--- src/rtl/vid_pkg.sv ---
// Shared types and the configuration legality rule for the raster timing generator.
package vid_pkg;

  localparam int CFG_CNT_W = 13;
  localparam int CFG_DIV_W = 6;

  typedef enum logic [1:0] {
    IDLE = 2'd0,
    RUN  = 2'd1,
    ERR  = 2'd2
  } tg_state_t;

  typedef struct packed {
    logic [CFG_DIV_W-1:0] pcnt;
    logic [CFG_CNT_W-1:0] hsize;
    logic [CFG_CNT_W-1:0] hend;
    logic [CFG_CNT_W-1:0] hsync_start;
    logic [CFG_CNT_W-1:0] hsync_end;
    logic [CFG_CNT_W-1:0] vsize;
    logic [CFG_CNT_W-1:0] vend;
    logic [CFG_CNT_W-1:0] vsync_start;
    logic [CFG_CNT_W-1:0] vsync_end;
  } timing_cfg_t;

  // A raster is usable only if both axes have a visible area and sync windows inside the total.
  function automatic logic cfg_legal(input timing_cfg_t c);
    logic ok;
    ok = (c.hsize != '0) && (c.hsize <= c.hend) &&
         (c.vsize != '0) && (c.vsize <= c.vend) &&
         (c.hsync_start < c.hsync_end) && (c.hsync_end <= c.hend) &&
         (c.vsync_start < c.vsync_end) && (c.vsync_end <= c.vend);
    return ok;
  endfunction

endpackage

--- src/rtl/vid_axis_counter.sv ---
// One raster axis: position counter with wrap, plus blank/sync decode of the next count.
module vid_axis_counter
  import vid_pkg::*;
#(
  parameter int CNT_W = 13
) (
  input  logic             clk,
  input  logic             reset_n,
  input  logic             i_clear,
  input  logic             i_advance,
  input  logic [CNT_W-1:0] i_size,
  input  logic [CNT_W-1:0] i_end,
  input  logic [CNT_W-1:0] i_sync_start,
  input  logic [CNT_W-1:0] i_sync_end,
  output logic [CNT_W-1:0] o_count,
  output logic [CNT_W-1:0] o_count_nxt,
  output logic             o_wrap,
  output logic             o_blank,
  output logic             o_sync_active
);

  logic [CNT_W-1:0] r_count;

  assign o_wrap = i_advance && (r_count == (i_end - CNT_W'(1)));

  always_comb begin
    o_count_nxt = r_count;
    if (i_clear || o_wrap) begin
      o_count_nxt = '0;
    end else if (i_advance) begin
      o_count_nxt = r_count + CNT_W'(1);
    end
  end

  // Decode from the next count so the registered flags line up with the registered count.
  assign o_blank       = (o_count_nxt >= i_size);
  assign o_sync_active = (o_count_nxt >= i_sync_start) && (o_count_nxt < i_sync_end);

  always_ff @(posedge clk or negedge reset_n) begin
    if (!reset_n) begin
      r_count <= '0;
    end else begin
      r_count <= o_count_nxt;
    end
  end

  assign o_count = r_count;

endmodule

--- src/rtl/vid_timing_gen.sv ---
// Programmable raster timing generator: pixel divider, H/V counters, sync/blank decode,
// frame-boundary config shadowing and line fetch / FIFO flush strobes.
module vid_timing_gen
  import vid_pkg::*;
#(
  parameter int   CNT_W     = CFG_CNT_W,
  parameter int   DIV_W     = CFG_DIV_W,
  parameter logic HSYNC_POL = 1'b1,
  parameter logic VSYNC_POL = 1'b1
) (
  input  logic             clk,
  input  logic             reset_n,
  input  logic             en,
  input  logic [DIV_W-1:0] pcnt,
  input  logic [CNT_W-1:0] hsize,
  input  logic [CNT_W-1:0] hend,
  input  logic [CNT_W-1:0] hsync_start,
  input  logic [CNT_W-1:0] hsync_end,
  input  logic [CNT_W-1:0] vsize,
  input  logic [CNT_W-1:0] vend,
  input  logic [CNT_W-1:0] vsync_start,
  input  logic [CNT_W-1:0] vsync_end,
  output logic             pix_tick,
  output logic [CNT_W-1:0] x,
  output logic [CNT_W-1:0] y,
  output logic             hblank,
  output logic             vblank,
  output logic             hsync,
  output logic             vsync,
  output logic             de,
  output logic             fetch_req,
  output logic [CNT_W-1:0] fetch_line,
  output logic             fifo_flush,
  output logic             frame_start,
  output logic             cfg_err
);

  tg_state_t        r_state;
  tg_state_t        w_state_nxt;
  timing_cfg_t      r_cfg;
  timing_cfg_t      w_cfg_in;
  timing_cfg_t      w_cfg_dec;
  logic [DIV_W-1:0] r_pdiv;

  logic             w_in_legal;
  logic             w_load;
  logic             w_tick;
  logic             w_run_nxt;
  logic             w_frame_wrap;
  logic             w_h_wrap;
  logic             w_v_wrap;
  logic             w_h_blank;
  logic             w_v_blank;
  logic             w_h_sync;
  logic             w_v_sync;
  logic             w_flush;
  logic             w_fetch;
  logic             w_last_line;
  logic [CNT_W-1:0] w_next_line;
  logic [CNT_W-1:0] w_hcnt;
  logic [CNT_W-1:0] w_vcnt;
  logic [CNT_W-1:0] w_hcnt_nxt;
  logic [CNT_W-1:0] w_vcnt_nxt;

  logic [DIV_W-1:0] w_pcnt;
  logic [CNT_W-1:0] w_hend;
  logic [CNT_W-1:0] w_vend;
  logic [CNT_W-1:0] w_hsize;
  logic [CNT_W-1:0] w_vsize;
  logic [CNT_W-1:0] w_dec_hsize;
  logic [CNT_W-1:0] w_dec_hss;
  logic [CNT_W-1:0] w_dec_hse;
  logic [CNT_W-1:0] w_dec_vsize;
  logic [CNT_W-1:0] w_dec_vss;
  logic [CNT_W-1:0] w_dec_vse;

  logic             r_hblank;
  logic             r_vblank;
  logic             r_hsync;
  logic             r_vsync;
  logic             r_de;
  logic             r_fetch_req;
  logic [CNT_W-1:0] r_fetch_line;
  logic             r_fifo_flush;
  logic             r_frame_start;
  logic             r_cfg_err;

  always_comb begin
    w_cfg_in             = '0;
    w_cfg_in.pcnt        = CFG_DIV_W'(pcnt);
    w_cfg_in.hsize       = CFG_CNT_W'(hsize);
    w_cfg_in.hend        = CFG_CNT_W'(hend);
    w_cfg_in.hsync_start = CFG_CNT_W'(hsync_start);
    w_cfg_in.hsync_end   = CFG_CNT_W'(hsync_end);
    w_cfg_in.vsize       = CFG_CNT_W'(vsize);
    w_cfg_in.vend        = CFG_CNT_W'(vend);
    w_cfg_in.vsync_start = CFG_CNT_W'(vsync_start);
    w_cfg_in.vsync_end   = CFG_CNT_W'(vsync_end);
  end

  assign w_in_legal = cfg_legal(w_cfg_in);

  assign w_pcnt  = DIV_W'(r_cfg.pcnt);
  assign w_hend  = CNT_W'(r_cfg.hend);
  assign w_vend  = CNT_W'(r_cfg.vend);
  assign w_hsize = CNT_W'(r_cfg.hsize);
  assign w_vsize = CNT_W'(r_cfg.vsize);

  assign w_tick       = (r_state == RUN) && (r_pdiv == w_pcnt);
  assign w_frame_wrap = w_v_wrap;

  always_comb begin
    w_state_nxt = r_state;
    w_load      = 1'b0;
    case (r_state)
      IDLE: begin
        if (en) begin
          w_state_nxt = w_in_legal ? RUN : ERR;
          w_load      = w_in_legal;
        end
      end
      RUN: begin
        // Stop has priority over the shadow reload at a frame wrap.
        if (!en) begin
          w_state_nxt = IDLE;
        end else if (w_frame_wrap) begin
          w_state_nxt = w_in_legal ? RUN : ERR;
          w_load      = w_in_legal;
        end
      end
      ERR: begin
        if (!en) begin
          w_state_nxt = IDLE;
        end
      end
      default: w_state_nxt = IDLE;
    endcase
  end

  assign w_run_nxt = (w_state_nxt == RUN);

  // The first cycle of a new frame is decoded against the geometry being loaded with it.
  assign w_cfg_dec   = w_load ? w_cfg_in : r_cfg;
  assign w_dec_hsize = CNT_W'(w_cfg_dec.hsize);
  assign w_dec_hss   = CNT_W'(w_cfg_dec.hsync_start);
  assign w_dec_hse   = CNT_W'(w_cfg_dec.hsync_end);
  assign w_dec_vsize = CNT_W'(w_cfg_dec.vsize);
  assign w_dec_vss   = CNT_W'(w_cfg_dec.vsync_start);
  assign w_dec_vse   = CNT_W'(w_cfg_dec.vsync_end);

  vid_axis_counter #(
    .CNT_W (CNT_W)
  ) u_hcnt (
    .clk           (clk),
    .reset_n       (reset_n),
    .i_clear       (~w_run_nxt),
    .i_advance     (w_tick),
    .i_size        (w_dec_hsize),
    .i_end         (w_hend),
    .i_sync_start  (w_dec_hss),
    .i_sync_end    (w_dec_hse),
    .o_count       (w_hcnt),
    .o_count_nxt   (w_hcnt_nxt),
    .o_wrap        (w_h_wrap),
    .o_blank       (w_h_blank),
    .o_sync_active (w_h_sync)
  );

  vid_axis_counter #(
    .CNT_W (CNT_W)
  ) u_vcnt (
    .clk           (clk),
    .reset_n       (reset_n),
    .i_clear       (~w_run_nxt),
    .i_advance     (w_h_wrap),
    .i_size        (w_dec_vsize),
    .i_end         (w_vend),
    .i_sync_start  (w_dec_vss),
    .i_sync_end    (w_dec_vse),
    .o_count       (w_vcnt),
    .o_count_nxt   (w_vcnt_nxt),
    .o_wrap        (w_v_wrap),
    .o_blank       (w_v_blank),
    .o_sync_active (w_v_sync)
  );

  // With hsize == hend the counter never reaches hsize, so no flush or fetch is issued.
  assign w_flush     = w_tick && (w_hcnt_nxt == w_hsize);
  assign w_last_line = (w_vcnt == (w_vend - CNT_W'(1)));
  assign w_next_line = w_last_line ? '0 : (w_vcnt + CNT_W'(1));
  assign w_fetch     = w_flush && (((w_vcnt + CNT_W'(1)) < w_vsize) || w_last_line);

  always_ff @(posedge clk or negedge reset_n) begin
    if (!reset_n) begin
      r_state       <= IDLE;
      r_cfg         <= '0;
      r_pdiv        <= '0;
      r_hblank      <= 1'b1;
      r_vblank      <= 1'b1;
      r_hsync       <= ~HSYNC_POL;
      r_vsync       <= ~VSYNC_POL;
      r_de          <= 1'b0;
      r_fetch_req   <= 1'b0;
      r_fetch_line  <= '0;
      r_fifo_flush  <= 1'b0;
      r_frame_start <= 1'b0;
      r_cfg_err     <= 1'b0;
    end else begin
      r_state   <= w_state_nxt;
      r_cfg_err <= (w_state_nxt == ERR);
      if (w_load) begin
        r_cfg <= w_cfg_in;
      end
      r_pdiv <= ((r_state == RUN) && w_run_nxt && !w_tick) ? (r_pdiv + DIV_W'(1)) : '0;
      if (w_run_nxt) begin
        r_hblank      <= w_h_blank;
        r_vblank      <= w_v_blank;
        r_hsync       <= w_h_sync ? HSYNC_POL : ~HSYNC_POL;
        r_vsync       <= w_v_sync ? VSYNC_POL : ~VSYNC_POL;
        r_de          <= ~w_h_blank & ~w_v_blank;
        r_fifo_flush  <= w_flush;
        r_fetch_req   <= w_fetch;
        r_fetch_line  <= w_fetch ? w_next_line : '0;
        r_frame_start <= w_load;
      end else begin
        r_hblank      <= 1'b1;
        r_vblank      <= 1'b1;
        r_hsync       <= ~HSYNC_POL;
        r_vsync       <= ~VSYNC_POL;
        r_de          <= 1'b0;
        r_fifo_flush  <= 1'b0;
        r_fetch_req   <= 1'b0;
        r_fetch_line  <= '0;
        r_frame_start <= 1'b0;
      end
    end
  end

  assign pix_tick    = w_tick;
  assign x           = w_hcnt;
  assign y           = w_vcnt;
  assign hblank      = r_hblank;
  assign vblank      = r_vblank;
  assign hsync       = r_hsync;
  assign vsync       = r_vsync;
  assign de          = r_de;
  assign fetch_req   = r_fetch_req;
  assign fetch_line  = r_fetch_line;
  assign fifo_flush  = r_fifo_flush;
  assign frame_start = r_frame_start;
  assign cfg_err     = r_cfg_err;

endmodule

--- config.mk ---
export PLATFORM = sky130hd
export DESIGN_NAME = vid_timing_gen
export DESIGN_NICKNAME = d
export VERILOG_FILES = /design/src/rtl/vid_pkg.sv /design/src/rtl/vid_axis_counter.sv /design/src/rtl/vid_timing_gen.sv
export SDC_FILE = /design/constraint.sdc
export NUM_CORES = 1
export LEC_CHECK = 0
export ABC_AREA = 1
export BUFFER_PORTS_ARGS = -buffer_cell sky130_fd_sc_hd__buf_2
export CORE_ASPECT_RATIO = 2
export CORE_UTILIZATION = 30
export CTS_BUF_LIST = sky130_fd_sc_hd__clkbuf_4 sky130_fd_sc_hd__clkbuf_8
export CTS_CLUSTER_DIAMETER = 120
export DETAILED_ROUTE_END_ITERATION = 6
export PLACE_DENSITY = 0.58
export SLEW_MARGIN = 10
export SYNTH_ARGS = -nofsm -noshare
export SYNTH_HDL_FRONTEND = slang
export SYNTH_SLANG_ARGS = --single-unit
--- constraint.sdc ---
create_clock -name clk -period 4.1 [get_ports clk]
set_input_delay 0.82 -clock clk [delete_from_list [all_inputs] [get_ports clk]]
set_output_delay 0.82 -clock clk [all_outputs]
set_load 0.02 [all_outputs]
==> run_results.csv <==
group,metric,value,unit
outcome,outcome,"complete, but fails checks",
outcome,violations,"negative setup slack",
placed_design,place_area,0.0165,mm^2
timing,setup_viol,4,
run,max_cap_violations,0,
setup_path,arrival,4670,ps
setup_path,cp_max_fo,4,
detailed_routing,vias,13200,
detailed_routing,dr.pass1.iters,5,
finish,final_util,43.0,%
clocking,root_buffer,"clkbuf_8",
detailed_routing,drt-total-wl,49800,um
clocking,h-tree-depth,4,
die,core_region_area,0.0424,mm^2
hold_path,hold_path_class,"in2async",
die,design.die.area,0.0438,mm^2
die,top_level_ports,162,
logic_synthesis,synth-edff-count,0,
clocking,cts_tree,"yes",
pwr,power_density,414,mW/mm^2
placed_design,io_buffers,161,
global_route,grt_use_met1,19.5,%
finish,regArea,0.00416,mm^2
clocking,clock_sinks,166,
finish,final_area,0.0182,mm^2
timing,finalCriticalPeriod,4290,ps
global_route,grt_usage,23.2,%
finish,syn_to_final_growth,41.5,%
global_route,grt_pass1_vias,13700,
timing,fin_crit_sh,105,%
logic_synthesis,yosysTopAreaCell,"dfrtp_1",
timing,slew_viol_final,0,
global_route,grt_pass1_wl,74400,um
setup_path,critical_path.top_delay_family,"simple AND/OR/NAND/NOR gates",
finish,layout.nets,2512,
timing,finalClockSkew,17.8,ps
global_route,grt_antenna_before_repair,6,
detailed_routing,drc,0,
clocking,cts_max_path_buffers,2,
detailed_routing,drt-vias-per-instance,4.71,
global_route,grt-ovfl-total,0,
setup_path,setup.worst_path.class,"in2reg",
timing,slew_headroom,48.8,%
setup_path,worstSetupStartpointType,"input pin",
setup_path,crit_required,4480,ps
logic_synthesis,post-synth-top-area-fraction,31.8,%
die,initial_utilization,30.4,%
logic_synthesis,async_flop_share,100,%
finish,final_cells,2791,
finish,layout_commonest_cell,"inv_1",
logic_synthesis,synth_cells,1778,
logic_synthesis,synth.area.top_cells,"dfrtp_1 (32%), ha_1 (16%), inv_1 (12%)",
die,rows,107,
setup_path,worstSetupEndpointType,"register",
timing,whs,314,ps
logic_synthesis,synth.avg_cell_area,7.25,um^2
logic_synthesis,synth-seq-cells,166,
timing,fmax,233,MHz
logic_synthesis,yosysSeqAreaShare,32.2,%
finish,multi_input_area,0.00799,mm^2
finish,most-common-layout-cells,"inv_1 (371), buf_4 (288), nand2_1 (281), nor2_1 (209), dfrtp_1 (163)",
global_route,use_met2,45.4,%
setup_path,crit_slowest_cell,"a211oi_4",
timing,rsz0062_at_grt,"true",
logic_synthesis,ys.warnings.count,0,
detailed_routing,wire_per_inst,17.9,um
logic_synthesis,ys_types,51,
setup_path,crit_buf_inv,5,
clocking,ctsHoldBuffers,0,
timing,finalWorstSetupSlack,-189,ps
pwr,leakagePower,10.1,nW
logic_synthesis,syn_area,0.0129,mm^2
pwr,ir_drop,0.225,mV
setup_path,max_stage_delay,320,ps
global_route,grt_busiest_layer,"met2",
clocking,clkLatencyLatePin,500,ps
clocking,clkSlewWorstSetupHoldPaths,100,ps
detailed_routing,ant_nets,0,
placed_design,place_inst,2726,
logic_synthesis,synth_nets,2060,
clocking,cts_buffers,17,
die,die_h,295,um
detailed_routing,drt_iter0_markers,409,
logic_synthesis,synthFlopType,"dfrtp_1",
finish,n_fill_cell,4273,
global_route,met3_usage,3.32,%
global_route,grt_max_degree,70,
finish,drive_above_1_share,32.2,%
timing,worstMarginPinSlew,768,ps
placed_design,dp_hpwl,41800,um
timing,hold_viol_final,0,
die,die_x,149,um
placed_design,gp_congestion,0.981,
-- state kept, by name, indices dropped and copies added, names as in the netlist --
signal and cells:
cfg_err 1, de 1, fetch_line 13, fetch_req 1, fifo_flush 1, frame_start 1
hblank 1, hsync 1, r_cfg 52, r_pdiv 6, r_state 2, u_hcnt.o_count 13
u_vcnt.o_count 13, vblank 1, vsync 1, w_hend 13, w_hsize 13, w_pcnt 6
w_vend 13, w_vsize 13
-- layout make-up --
cell class | instances | share of cell area [%]
inverter | 408 | 8.61
sequential | 166 | 22.8
clock inverter | 11 | 0.817
timing repair buffer | 466 | 18.7
clock buffer | 21 | 1.48
antenna | 3 | 0.0412
multi-input combinational | 1171 | 43.8
tap | 545 | 3.74
-- where the power goes --
part	total (mW)	internal (mW)	switching (mW)
logic	3.78	1.68	2.10
registers	2.44	2.17	0.277
clock network	1.33	0.642	0.684
-- cells in the mapped netlist, types with 3 or more instances --
cell,number
a211oi_1,15
a21oi_1,164
buf_1,3
dfrtp_1,164
or2_2,4
inv_1,406
xnor2_1,12
o211ai_1,6
nor2_2,14
buf_2,22
nor2_1,232
nor3_1,15
a21o_1,3
nand3_1,65
clkbuf_1,4
o21a_1,3
nand3_2,8
nand3b_1,9
ha_1,169
o21bai_1,5
nor2_4,4
nand2_2,5
nand2_1,311
mux2i_1,10
xor2_1,36
nand4_1,35
and3_1,3
o21ai_0,18
-- final timing paths --
check                          start       endpoint  slack (ps)  depth (start not counted)
setup / recovery            vend[12]          vsync        -190                         33
hold / removal               reset_n  fetch_line[8]         310                          1
setup reg to reg           w_vend[0]          vsync        -140                         31
hold reg to reg            r_cfg[13]      r_cfg[13]         500                          2
max in group asynchronous    reset_n      w_vend[3]        2840                          2
min in group clk           r_cfg[13]      r_cfg[13]         500                          2
-- through the flow --
stage	setup WS, ps	setup TNS [ps]	power, mW
2_1_floorplan	-114	-247	4.44
3_5_place_dp	-1070	-9740	5.89
5_1_grt	-439	-1610	8.20
3_3_place_gp	-983	-8730	5.78
4_1_cts	-47.0	-107	7.39
6_report	-189	-445	7.55
-- per-layer routing --
| layer | up-vias | wire, um | share of wire, % |
|---|---|---|---|
| met1 | 6127 | 15400 | 31 |
| li1 | 6485 | - | - |
| met5 | - | 34 | 0.068 |
| met4 | 6 | 4880 | 9.8 |
| met3 | 176 | 1750 | 3.5 |
| met2 | 362 | 27700 | 56 |
-- logic make-up (layout without fill, tap and decap cells) --
kind of cell | after synthesis | in the layout | synth area share, %
other cells | 0 | 3 | 0
buf+inv | 441 | 906 | 13.3
flops | 166 | 166 | 32.2
fa+ha+maj | 169 | 169 | 16.4
simple gates | 718 | 718 | 24.3
mux | 10 | 10 | 0.777
xor+xnor | 48 | 48 | 3.26
compound gates | 226 | 226 | 9.68
-- what timing repair did --
item / 4_1_cts / 5_1_grt
gates resized for setup: 99 / 150
cloned: 2 / 0
buffers inserted: 17 / 11
pin swaps: 24 / 72
endpoints found under the setup margin: 5 / 5
No activity file was read; power rests on OpenSTA's default activity.
